File: src/rtl/mem_ctrl_pkg.sv
// Shared types and constants for the memory port controller: FSM states,
// the buffered command record and the address range helper.
package mem_ctrl_pkg;

    localparam int ADDR_W      = 32;
    localparam int DATA_W      = 32;
    localparam int DEPTH       = 1024;
    localparam int FIFO_DEPTH  = 4;
    localparam int FIFO_PTR_W  = $clog2(FIFO_DEPTH);
    localparam int FIFO_CNT_W  = FIFO_PTR_W + 1;

    localparam logic [ADDR_W-1:0] DEPTH_LIMIT = ADDR_W'(DEPTH);

    typedef enum logic [1:0] {
        IDLE  = 2'd0,
        ISSUE = 2'd1,
        RESP  = 2'd2
    } state_t;

    typedef struct packed {
        logic              we;
        logic [ADDR_W-1:0] addr;
        logic [DATA_W-1:0] wdata;
    } cmd_t;

    function automatic logic addr_in_range(input logic [ADDR_W-1:0] addr);
        return (addr < DEPTH_LIMIT);
    endfunction

endpackage

File: src/rtl/mem_req_fifo.sv
// In-order request buffer of cmd_t records; a pop of an empty FIFO or a push
// into a full FIFO is ignored, so simultaneous push/pop keeps the count.
module mem_req_fifo
    import mem_ctrl_pkg::*;
(
    input  logic                  clk,
    input  logic                  rst_n,
    input  logic                  push,
    input  logic                  pop,
    input  cmd_t                  wr_cmd,
    output cmd_t                  rd_cmd,
    output logic                  full,
    output logic                  empty,
    output logic [FIFO_CNT_W-1:0] count
);

    cmd_t                  slots_r [FIFO_DEPTH];
    logic [FIFO_PTR_W-1:0] wptr_r;
    logic [FIFO_PTR_W-1:0] rptr_r;
    logic [FIFO_CNT_W-1:0] cnt_r;
    logic                  do_push_s;
    logic                  do_pop_s;

    assign full      = (cnt_r == FIFO_CNT_W'(FIFO_DEPTH));
    assign empty     = (cnt_r == {FIFO_CNT_W{1'b0}});
    assign count     = cnt_r;
    assign rd_cmd    = slots_r[rptr_r];
    assign do_push_s = push && !full;
    assign do_pop_s  = pop && !empty;

    // Pointer and occupancy bookkeeping.
    always_ff @(posedge clk or negedge rst_n) begin
        if (!rst_n) begin
            wptr_r <= {FIFO_PTR_W{1'b0}};
            rptr_r <= {FIFO_PTR_W{1'b0}};
            cnt_r  <= {FIFO_CNT_W{1'b0}};
        end else begin
            if (do_push_s) wptr_r <= wptr_r + 1'b1;
            if (do_pop_s)  rptr_r <= rptr_r + 1'b1;
            case ({do_push_s, do_pop_s})
                2'b10:   cnt_r <= cnt_r + 1'b1;
                2'b01:   cnt_r <= cnt_r - 1'b1;
                default: cnt_r <= cnt_r;
            endcase
        end
    end

    // Entry storage; stale contents are harmless once the pointers reset.
    always_ff @(posedge clk) begin
        if (do_push_s) slots_r[wptr_r] <= wr_cmd;
    end

endmodule

File: src/rtl/mem_port_ctrl.sv
// Serialising front-end for the 1024x32 async-read data memory.
// Out-of-range rejection is built only when MEM_PORT_CTRL_BOUNDS_CHECK_EN is defined.
module mem_port_ctrl
    import mem_ctrl_pkg::*;
(
    input  logic              clk,
    input  logic              rst_n,
    input  logic              req_valid,
    output logic              req_ready,
    input  logic              req_we,
    input  logic [ADDR_W-1:0] req_addr,
    input  logic [DATA_W-1:0] req_wdata,
    output logic              rsp_valid,
    input  logic              rsp_ready,
    output logic              rsp_we,
    output logic [DATA_W-1:0] rsp_rdata,
    output logic              rsp_err,
    output logic [ADDR_W-1:0] mem_waddr,
    output logic [ADDR_W-1:0] mem_raddr,
    output logic [DATA_W-1:0] mem_wdata,
    output logic              mem_wen,
    output logic              mem_ren,
    input  logic [DATA_W-1:0] mem_rdata
);

    state_t                state_r;
    state_t                state_next_s;
    cmd_t                  cmd_r;
    cmd_t                  req_cmd_s;
    cmd_t                  head_s;
    logic                  pop_s;
    logic                  push_s;
    logic                  head_ok_s;
    logic                  fifo_full_s;
    logic                  fifo_empty_s;
    logic [FIFO_CNT_W-1:0] fifo_count_s;
    logic                  mem_wen_r;
    logic                  mem_ren_r;
    logic                  rsp_valid_r;
    logic                  rsp_we_r;
    logic [DATA_W-1:0]     rsp_rdata_r;

    assign req_cmd_s = '{we: req_we, addr: req_addr, wdata: req_wdata};
    assign req_ready = (fifo_count_s != FIFO_CNT_W'(FIFO_DEPTH));
    assign push_s    = req_valid && !fifo_full_s;

    mem_req_fifo u_fifo (
        .clk    (clk),
        .rst_n  (rst_n),
        .push   (push_s),
        .pop    (pop_s),
        .wr_cmd (req_cmd_s),
        .rd_cmd (head_s),
        .full   (fifo_full_s),
        .empty  (fifo_empty_s),
        .count  (fifo_count_s)
    );

`ifdef MEM_PORT_CTRL_BOUNDS_CHECK_EN
    logic cmd_ok_s;
    logic rsp_err_r;
    assign head_ok_s = addr_in_range(head_s.addr);
    assign cmd_ok_s  = addr_in_range(cmd_r.addr);
    assign rsp_err   = rsp_err_r;

    // Error flag of the response being issued.
    always_ff @(posedge clk or negedge rst_n) begin
        if (!rst_n) begin
            rsp_err_r <= 1'b0;
        end else if (state_r == ISSUE) begin
            rsp_err_r <= !cmd_ok_s;
        end else begin
            rsp_err_r <= rsp_err_r;
        end
    end
`else
    assign head_ok_s = 1'b1;
    assign rsp_err   = 1'b0;
`endif

    // Next state and FIFO pop; a pop always coincides with entering ISSUE.
    always_comb begin
        state_next_s = state_r;
        pop_s        = 1'b0;
        case (state_r)
            IDLE: begin
                if (!fifo_empty_s) begin
                    pop_s        = 1'b1;
                    state_next_s = ISSUE;
                end else begin
                    state_next_s = IDLE;
                end
            end
            ISSUE: state_next_s = RESP;
            RESP: begin
                if (rsp_ready && !fifo_empty_s) begin
                    pop_s        = 1'b1;
                    state_next_s = ISSUE;
                end else if (rsp_ready) begin
                    state_next_s = IDLE;
                end else begin
                    state_next_s = RESP;
                end
            end
            default: state_next_s = IDLE;
        endcase
    end

    // State, command register, registered memory enables and response.
    always_ff @(posedge clk or negedge rst_n) begin
        if (!rst_n) begin
            state_r     <= IDLE;
            cmd_r       <= '0;
            mem_wen_r   <= 1'b0;
            mem_ren_r   <= 1'b0;
            rsp_valid_r <= 1'b0;
            rsp_we_r    <= 1'b0;
            rsp_rdata_r <= {DATA_W{1'b0}};
        end else begin
            state_r   <= state_next_s;
            mem_wen_r <= pop_s && head_s.we && head_ok_s;
            mem_ren_r <= pop_s && !head_s.we && head_ok_s;
            if (pop_s) cmd_r <= head_s;
            if (state_r == ISSUE) begin
                rsp_valid_r <= 1'b1;
                rsp_we_r    <= cmd_r.we;
                rsp_rdata_r <= mem_ren_r ? mem_rdata : {DATA_W{1'b0}};
            end else if (state_r == RESP && rsp_ready) begin
                rsp_valid_r <= 1'b0;
            end else begin
                rsp_valid_r <= rsp_valid_r;
            end
        end
    end

    assign mem_waddr = cmd_r.addr;
    assign mem_raddr = cmd_r.addr;
    assign mem_wdata = cmd_r.wdata;
    assign mem_wen   = mem_wen_r;
    assign mem_ren   = mem_ren_r;
    assign rsp_valid = rsp_valid_r;
    assign rsp_we    = rsp_we_r;
    assign rsp_rdata = rsp_rdata_r;

endmodule

File: config.mk
export PLATFORM = sky130hd
export DESIGN_NAME = mem_port_ctrl
export DESIGN_NICKNAME = d
export VERILOG_FILES = /design/src/rtl/mem_ctrl_pkg.sv /design/src/rtl/mem_req_fifo.sv /design/src/rtl/mem_port_ctrl.sv
export SDC_FILE = /design/constraint.sdc
export NUM_CORES = 1
export LEC_CHECK = 0
export CAP_MARGIN = 5
export CORE_MARGIN = 4
export CORE_UTILIZATION = 50
export DETAILED_ROUTE_END_ITERATION = 7
export GPL_ROUTABILITY_DRIVEN = 0
export PLACE_DENSITY_LB_ADDON = 0.12
export SYNTH_ARGS = -nofsm -noshare
export SYNTH_HDL_FRONTEND = slang
export SYNTH_HIERARCHICAL = 1
export SYNTH_SLANG_ARGS = --single-unit
File: constraint.sdc
create_clock -name clk -period 4.7 [get_ports clk]
set_input_delay 1.175 -clock clk [delete_from_list [all_inputs] [get_ports clk]]
set_output_delay 1.175 -clock clk [all_outputs]
set_load 0.005 [all_outputs]
==> flow_metrics.tcl, run 1 <==
set metrics [dict create \
    worstRegToRegCells 4 \
    drive_above_1_share_pct 21.2 \
    core_mm2 0.0289 \
    nNetsFinal 1028 \
    timing.rr.start "u_fifo/count[2]$_DFFE_PN0P_" \
    ys_warn_count 6 \
    hold_end "rsp_rdata[18]$_DFFE_PN0P_" \
    seq_area_frac_synth_pct 72.0 \
    synth_nets 880 \
    numPortBuffers 233 \
    synth_area_leaders "edfxtp_1, dfrtp_1, mux4_2" \
    postCtsSetupRepairBufs 0 \
    layout_commonest_cell "edfxtp_1" \
    io_pins 235 \
    cts_resized 0 \
    cp-end-kind "output port" \
    path_buf_inv 1 \
    hold_depth 2 \
    die_w_um 179 \
    critPathKind "flop to output port" \
    path_cells "clkdlybuf4s50_1" \
    slew_viol_final 0 \
    grt_pass1_wl_um 40800 \
    cts_hold_buffers 0 \
    clock_latency_ns 0.50 \
    final_antenna_net_count 0 \
    grt-ovfl-total 0 \
    finClkSkew_ns 0.00829 \
    p_leak_nw 6.38 \
    netlist_instances 773 \
    setup_tns_ns 0 \
    cpLargestDelayFamily "flip-flops" \
    synth_cell_types 29 \
    areaGrowthSynthToFinish_pct 21.1 \
    grt_setup_unrepaired "false" \
    row_count 62 \
    ys_ff_latch 370 \
    rrSetupSlack_ns 2.18 \
    power_density_mw_per_mm2 681 \
    start_util_pct 50.8 \
    startpoint_type "flop" \
    cts_root_buf "clkbuf_16" \
    wl_um 26800 \
    maxCapViolCount 0 \
    fmax_ghz 0.301 \
    hold_viol_final 0 \
    synth_area_per_cell_um2 19.0 \
    fin_hold_ws_ns 0.489 \
    setup-violations-final 0 \
    grt_max_degree 67 \
    min_path_type "flop to flop" \
    synth_area_leader_cell "edfxtp_1" \
    critPathRequiredTime_ns 3.52 \
    relSlewSlack_pct 30.9 \
    period_needed_ns 3.32 \
    critPathMaxStageDelay_ns 0.99 \
    wl_per_cell_um 20.1 \
    place.detailed.hpwl_um 16600 \
    clockBufferDepth 3 \
    cts.sinks 370 \
    viasPerCell 5.20 \
    die-area_mm2 0.0322 \
    r2r_end "u_fifo/slots_r[1][30]$_DFFE_PP_" \
    arrival_ns 2.14 \
    vias 6918 \
    final_cell_mix "edfxtp_1, clkdlybuf4s50_1, dfrtp_1, nand2_1, mux4_2" \
    grt_pass1_vias 7316 \
    vdd_drop_max_uv 351 \
    cts_buffers 37 \
    hp-start "rsp_rdata[18]$_DFFE_PN0P_" \
    slowest_stage "dfrtp_1" \
    antenna_found_initial 3 \
    grt_use_total_pct 16.6 \
    synth_top_area_share_pct 53.2 \
    cts_tree "yes" \
    tightest_slew_ns 1.04 \
    drc_errors 0 \
    dr.pass1.iters 4 \
    syn_area_mm2 0.0147 \
    die_y_um 179 \
    worstPathMaxFanout 33 \
    htreeDepth 2 \
    outcome "finished, final reports clean" \
    min_period_over_period_pct 70.6 \
    drtIter0Drc 361 \
    path_clk_slew_ns 0.06 \
    num_antenna_cells 0 \
]
[logic make-up (layout without fill, tap and decap cells)]
| group | count (synthesis) | in the layout | synth area share (%) |
|---|---|---|---|
| buffers and inverters | 138 | 312 | 7.24 |
| AND/OR/NAND/NOR | 83 | 83 | 2.38 |
| multiplexers | 133 | 133 | 16.2 |
| other | 1 | 1 | 0.0256 |
| AO/OA/AOI/OAI | 36 | 36 | 1.25 |
| adder cells (fa/ha/maj) | 6 | 6 | 0.563 |
| XOR/XNOR | 6 | 6 | 0.358 |
| flip-flops | 370 | 370 | 72.0 |
[power breakdown]
| part | internal, mW | leakage, nW | switching (mW) | total [mW] |
|---|---|---|---|---|
| registers | 4.53 | 3.72 | 0.650 | 5.18 |
| clock network | 1.83 | 0.610 | 1.13 | 2.96 |
| logic | 2.48 | 2.05 | 1.48 | 3.96 |
[worst max-delay path by stage]
stage                                 start                         endpoint  slack (ns)  cells after the start
final                     mem_ren$_DFF_PN0_                          mem_ren        1.38                      1
after global routing      mem_ren$_DFF_PN0_                          mem_ren        1.25                      1
after CTS                 mem_ren$_DFF_PN0_                          mem_ren        1.35                      1
after detailed placement          req_valid  u_fifo/slots_r[0][32]$_DFFE_PP_        1.11                      4
after global placement            req_valid  u_fifo/slots_r[0][28]$_DFFE_PP_        1.17                      4
after floorplan                   req_valid   u_fifo/slots_r[0][0]$_DFFE_PP_        1.09                      3
[cell usage after synthesis, drive strengths merged]
| master | n |
|---|---|
| clkbuf | 12 |
| dfrtp | 110 |
| ha | 5 |
| o21ai | 33 |
| mux2i | 1 |
| buf | 117 |
| mux2 | 67 |
| nor3 | 1 |
| a21oi | 2 |
| nor2b | 3 |
| nand2 | 67 |
| o31a | 1 |
| conb | 1 |
| and2 | 5 |
| inv | 8 |
| fa | 1 |
| nor2 | 3 |
| nor3b | 1 |
| mux4 | 65 |
| xnor2 | 3 |
| nand2b | 2 |
| clkinv | 1 |
| or3 | 1 |
| edfxtp | 260 |
| xor2 | 3 |
[registers in the layout, summed over array words and instances (netlist names)]
register,count
u_fifo/wptr_r,2
mem_wdata,32
u_fifo/slots_r,260
rsp_we,1
rsp_valid,1
rsp_rdata,32
mem_ren,1
u_fifo/count,3
state_r,2
u_fifo/rptr_r,2
mem_wen,1
cmd_r,1
mem_raddr,32
[per-layer routing]
metal / track usage, % / wire length, um / vias up
met3: 3.80 / 1720 / 42
met2: 27.8 / 13300 / 216
li1: - / - / 3101
met4: 4.32 / 462 / 6
met5: 0 / 32 / -
met1: 22.3 / 11300 / 3553
[area by class of cell]
type                       instances  area [um2]
fill                            2042       11100
sequential                       370       10600
multi-input combinational        265        3060
timing repair buffer             238        2380
clock buffer                      53        1060
tap                              384         480
clock inverter                    12         186
inverter                           9        35.0
[stage by stage]
stage	setup slack [ns]	std cells	instance area, um2	power [mW]	util [%]
finish	1.38	1331	17800	12.1	61.6
CTS	1.35	1331	17800	12.3	61.6
global placement	1.17	1266	16500	9.14	57.3
detailed placement	1.11	1266	16500	9.29	57.3
global route	1.25	1331	17800	12.8	61.6
floorplan	1.09	773	14700	8.12	-
Power figures use the tool's default switching activity.
==> run 2, diff against run 1 <==
==> constraint.sdc (replaced) <==
create_clock -name clk -period 3.1 [get_ports clk]
set_input_delay 0.775 -clock clk [delete_from_list [all_inputs] [get_ports clk]]
set_output_delay 0.775 -clock clk [all_outputs]
set_load 0.005 [all_outputs]
==> run 2 against run 1 <==
First-iteration DRC count decreased by 8.3%. Clock skew increased by 0.0055 ns. Global-route usage increased by 0.70 points. Die area did not move. Clock-buffer cell count rose by 4. Utilization up 0.95 points. Sequential power grew 48%. Non-clock buffer count grew 21. Worst hold slack got worse by 0.28 ns. Register-to-register slack got worse by 1.4 ns. Highest routed layer unchanged. Sequential cell count unchanged.
==> flow_metrics.tcl, run 2 (synthesis results as in run 1) <==
set metrics [dict create \
    crit_start "mem_ren$_DFF_PN0_" \
    nNetsFinal 1050 \
    final_antenna_net_count 0 \
    dr.pass1.iters 5 \
    grt-ovfl-total 0 \
    htreeDepth 2 \
    cp-end-kind "output port" \
    fillers 2061 \
    min_period_over_period_pct 80.1 \
    clockBufferDepth 3 \
    drtIter0Drc 331 \
    switching_share_pct 27.5 \
    cpLargestDelayFamily "buffers and inverters" \
    endpoint "mem_ren" \
    critPathRequiredTime_ns 2.32 \
    drc_errors 0 \
    p_seq_share_pct 41.4 \
    cell_internal_pwr_mw 13.4 \
    p_leak_nw 6.50 \
    wl_um 27900 \
    worstRegToRegCells 11 \
    cts_resized 0 \
    antenna_found_initial 1 \
    core_mm2 0.0289 \
    rrSetupSlack_ns 0.80 \
    vias 7095 \
    numPortBuffers 233 \
    vdd_drop_max_uv 586 \
    relSlewSlack_pct 35.9 \
    slowest_stage "clkdlybuf4s50_1" \
    r2r_end "u_fifo/count[2]$_DFFE_PN0P_" \
    num_antenna_cells 0 \
    grt_max_degree 68 \
    postLayoutCoreUtil_pct 62.5 \
    place.detailed.hpwl_um 17700 \
    critPathMaxStageDelay_ns 0.57 \
    row_count 62 \
    cts_tree "yes" \
    power_density_mw_per_mm2 1020 \
    arrival_ns 1.71 \
    cts_root_buf "clkbuf_16" \
    fmax_ghz 0.403 \
    drive_above_1_share_pct 22.3 \
    critPathKind "flop to output port" \
    grt_pass1_vias 7568 \
    regMostFlops "u_fifo/slots_r" \
    areaGrowthSynthToFinish_pct 23.0 \
    postLayoutCellArea_mm2 0.0180 \
    layout_commonest_cell "edfxtp_1" \
    path_buf_inv 2 \
    wl_per_cell_um 20.6 \
    grt_use_total_pct 17.3 \
    die_w_um 179 \
    setup_slack_ns 0.616 \
    worstPathMaxFanout 33 \
    p_sw_mw 5.09 \
    postCtsSetupRepairBufs 0 \
    stdcell_count 1356 \
    combPwrFrac_pct 35.4 \
    startpoint_type "flop" \
    path_cells "buf_4 > clkdlybuf4s50_1" \
    setup-violations-final 0 \
    timing.rr.start "u_fifo/count[0]$_DFFE_PN0P_" \
    dp_cells 1287 \
    fin_hold_ws_ns 0.209 \
    hold_viol_final 0 \
    place_area_mm2 0.0169 \
    grt_pass1_wl_um 42800 \
    cts_buffers 38 \
    viasPerCell 5.23 \
    min_path_type "input port to async pin" \
    slew_viol_final 0 \
    clock_latency_ns 0.52 \
    io_pins 235 \
    maxCapViolCount 0 \
    largest_reg_flops 260 \
    cp.depth 2 \
    setup_tns_ns 0 \
    die-area_mm2 0.0322 \
    period_needed_ns 2.48 \
    final_cell_mix "edfxtp_1, clkdlybuf4s50_1, dfrtp_1, nand2_1, mux4_2" \
    cts_hold_buffers 0 \
    die_y_um 179 \
    grt_setup_unrepaired "false" \
    power_mw 18.5 \
    outcome "finished, final reports clean" \
    tightest_slew_ns 0.961 \
    pre_cts_slack_ns 0.119 \
    clockPowerShare_pct 23.2 \
    finClkSkew_ns 0.0137 \
    path_clk_slew_ns 0.06 \
    start_util_pct 50.8 \
    cts.sinks 370 \
]
[run 2: cell type report]
cell class,instances,area [um2],area share [%]
multi-input cells,265,3060,17.0
well taps,384,480,2.66
clock inverters,12,98.8,0.548
repair buffers,259,2710,15.0
flip-flops and latches,370,10600,58.6
clock buffers,57,1080,6.01
inverters,9,36.3,0.201
[run 2: worst min-delay path by stage]
stage,endpoint,slack [ns],cells after the start
2_1_floorplan,rsp_valid$_DFFE_PN0P_,0.47,1
3_3_place_gp,rsp_rdata[1]$_DFFE_PN0P_,0.46,2
3_5_place_dp,rsp_rdata[28]$_DFFE_PN0P_,0.47,2
4_1_cts,mem_wdata[6]$_DFFE_PN0P_,0.21,1
5_1_grt,mem_wdata[6]$_DFFE_PN0P_,0.23,1
6_report,mem_wdata[6]$_DFFE_PN0P_,0.21,1
[run 2: worst register-to-register path, cell delays in order, from the launching register on]
cell and delay [ns]:
dfrtp_1 0.44, nor3b_1 0.32, nor2b_1 0.08, nor2b_1 0.13
buf_4 0.17, inv_1 0.06, ha_1 0.18, inv_1 0.06
fa_1 0.38, xor2_1 0.15, nor2_1 0.11, xor2_1 0.16
[run 2: power by group through the flow]
stage                     Sequential (mW)  Clock (mW)  Combinational (mW)
after floorplan                      7.43           0                4.86
after global placement               7.66           0                6.56
after detailed placement             7.77           0                6.66
after CTS                            7.69        4.40                6.69
after global routing                 7.81        4.61                7.09
final                                7.66        4.28                6.54
[run 2: metal layers]
metal | track usage, % | share of wire, % | vias up | routed length (um)
li1 | - | - | 3149 | -
met1 | 23.0 | 41 | 3680 | 11400
met2 | 28.8 | 50 | 214 | 13900
met3 | 4.09 | 7.0 | 50 | 1950
met4 | 5.17 | 2.2 | 2 | 618
met5 | 0 | 0.061 | - | 17
==> run 3, diff against run 2 <==
==> constraint.sdc (replaced) <==
create_clock -name clk -period 2.4 [get_ports clk]
set_input_delay 0.6 -clock clk [delete_from_list [all_inputs] [get_ports clk]]
set_output_delay 0.6 -clock clk [all_outputs]
set_load 0.005 [all_outputs]
==> run 3 against run 2 <==
Clock power is 29% higher. Die area stayed put. Register-to-register slack worse by 0.64 ns. Utilization is 0.62 points higher. Sequential power is 28% higher. Final area is 0.99% higher. Sequential cell count stayed put. Highest routed layer unchanged.
==> flow_metrics.tcl, run 3 (synthesis results as in run 1) <==
set metrics [dict create \
    outcome "finished, final reports clean" \
    cts_tree "yes" \
    grt-ovfl-total 0 \
    cell_internal_pwr_mw 17.5 \
    grt_use_total_pct 17.4 \
    rrSetupSlack_ns 0.16 \
    die_w_um 179 \
    p_seq_share_pct 40.7 \
    hold_viol_final 0 \
    vdd_drop_max_uv 817 \
    fin_hold_ws_ns 0.0872 \
    regMostFlops "u_fifo/slots_r" \
    largest_reg_flops 260 \
    worstRegToRegCells 10 \
    drtIter0Drc 447 \
    die_y_um 179 \
    viasPerCell 5.23 \
    finClkSkew_ns 0.0217 \
    maxCapViolCount 0 \
    drive_above_1_share_pct 23.7 \
    numPortBuffers 233 \
    htreeDepth 2 \
    startpoint_type "input port" \
    switching_share_pct 27.5 \
    power_mw 24.1 \
    postCtsSetupRepairBufs 0 \
    cts.sinks 370 \
    drc_errors 0 \
    worstPathMaxFanout 3 \
    cts_resized 0 \
    path_clk_slew_ns 0.06 \
    grt_max_degree 67 \
    vias 7141 \
    path_cells "clkdlybuf4s50_1 > nor2b_1 > or3_4 > inv_1 > o31a_1 > ha_1 > inv_1 > fa_1 > xor2_1 > nor2_1 > xor2_1" \
    wl_um 27900 \
    cts_root_buf "clkbuf_16" \
    cp-end-kind "flop" \
    io_pins 235 \
    grt_setup_unrepaired "false" \
    final_cell_mix "edfxtp_1, clkdlybuf4s50_1, dfrtp_1, nand2_1, mux4_2" \
    dr.pass1.iters 5 \
    critPathMaxStageDelay_ns 0.51 \
    p_sw_mw 6.63 \
    cts_buffers 38 \
    clockBufferDepth 3 \
    clockPowerShare_pct 23.0 \
    core_mm2 0.0289 \
    final_antenna_net_count 0 \
    period_needed_ns 2.33 \
    grt_pass1_wl_um 42800 \
    r2r_end "u_fifo/count[2]$_DFFE_PN0P_" \
    cpLargestDelayFamily "buffers and inverters" \
    min_period_over_period_pct 97.0 \
    slew_viol_final 0 \
    areaGrowthSynthToFinish_pct 24.2 \
    die-area_mm2 0.0322 \
    row_count 62 \
    fmax_ghz 0.429 \
    setup-violations-final 0 \
    setup_tns_ns 0 \
    combPwrFrac_pct 36.4 \
    start_util_pct 50.8 \
    layout_commonest_cell "edfxtp_1" \
    stdcell_count 1366 \
    grt_pass1_vias 7605 \
    wl_per_cell_um 20.4 \
    antenna_found_initial 1 \
    num_antenna_cells 0 \
    cts_hold_buffers 0 \
    place.detailed.hpwl_um 18400 \
    cp.depth 11 \
    p_leak_nw 6.59 \
    dp_cells 1297 \
    min_path_type "input port to async pin" \
    clock_latency_ns 0.52 \
    path_buf_inv 3 \
    arrival_ns 2.75 \
    nNetsFinal 1060 \
    slowest_stage "clkdlybuf4s50_1" \
    critPathKind "input port to flop" \
    timing.rr.start "u_fifo/count[0]$_DFFE_PN0P_" \
    power_density_mw_per_mm2 1320 \
    critPathRequiredTime_ns 2.82 \
]
run 3: cell count changes in the layout (fill, tap and decap cells not counted), sizes merged:
cell,change
clkinv,+7
bufinv,+1
clkbuf,-8
buf,+10
run 3: how the worst max path moves through the flow:
stage	startpoint	slack, ns	end
floorplan	req_valid	0.06	u_fifo/slots_r[0][0]$_DFFE_PP_
global placement	rsp_ready	-0.36	u_fifo/count[2]$_DFFE_PN0P_
detailed placement	rsp_ready	-0.44	u_fifo/count[2]$_DFFE_PN0P_
CTS	rsp_ready	0.08	u_fifo/count[2]$_DFFE_PN0P_
global route	rsp_ready	0.02	u_fifo/count[2]$_DFFE_PN0P_
finish	rsp_ready	0.07	u_fifo/count[2]$_DFFE_PN0P_
run 3: per-layer routing:
layer / global-route usage (%) / vias to the layer above / part of all wire (%)
li1: - / 3175 / -
met5: 0 / - / 0.061
met3: 4.68 / 38 / 7.6
met1: 23.1 / 3692 / 41
met4: 4.16 / 2 / 1.7
met2: 29.1 / 234 / 50
run 3: per-stage QoR:
| stage | utilization, % | setup slack, ns | area [um2] |
|---|---|---|---|
| 6_report | 63.1 | 0.0715 | 18200 |
| 3_3_place_gp | 59.0 | -0.356 | 17000 |
| 3_5_place_dp | 59.0 | -0.441 | 17000 |
| 4_1_cts | 63.1 | 0.0781 | 18200 |
| 2_1_floorplan | - | 0.0623 | 14700 |
| 5_1_grt | 63.1 | 0.0232 | 18200 |
run 3: power by group through the flow:
stage               clock, mW  combinational [mW]  sequential, mW
global placement            0                8.76            9.80
global route             5.96                9.45            10.0
floorplan                   0                6.27            9.59
finish                   5.53                8.76            9.80
detailed placement          0                8.94            9.94
CTS                      5.71                8.96            9.84
run 3: cell type report:
type	count	area, um2
fill	2016	10600
multi-input combinational	265	3060
timing repair buffer	269	2890
tap	384	480
clock inverter	20	164
sequential	370	10600
clock buffer	49	1020
inverter	9	36.3
run 3: worst reg2reg max path, cell delays in order, from the launching register on:
cell     delay (ns)
dfrtp_1        0.45
nor3_1         0.09
or3_4          0.37
inv_1          0.06
o31a_1         0.15
ha_1           0.17
inv_1          0.06
fa_1           0.38
xor2_1         0.16
nor2_1         0.13
xor2_1         0.16
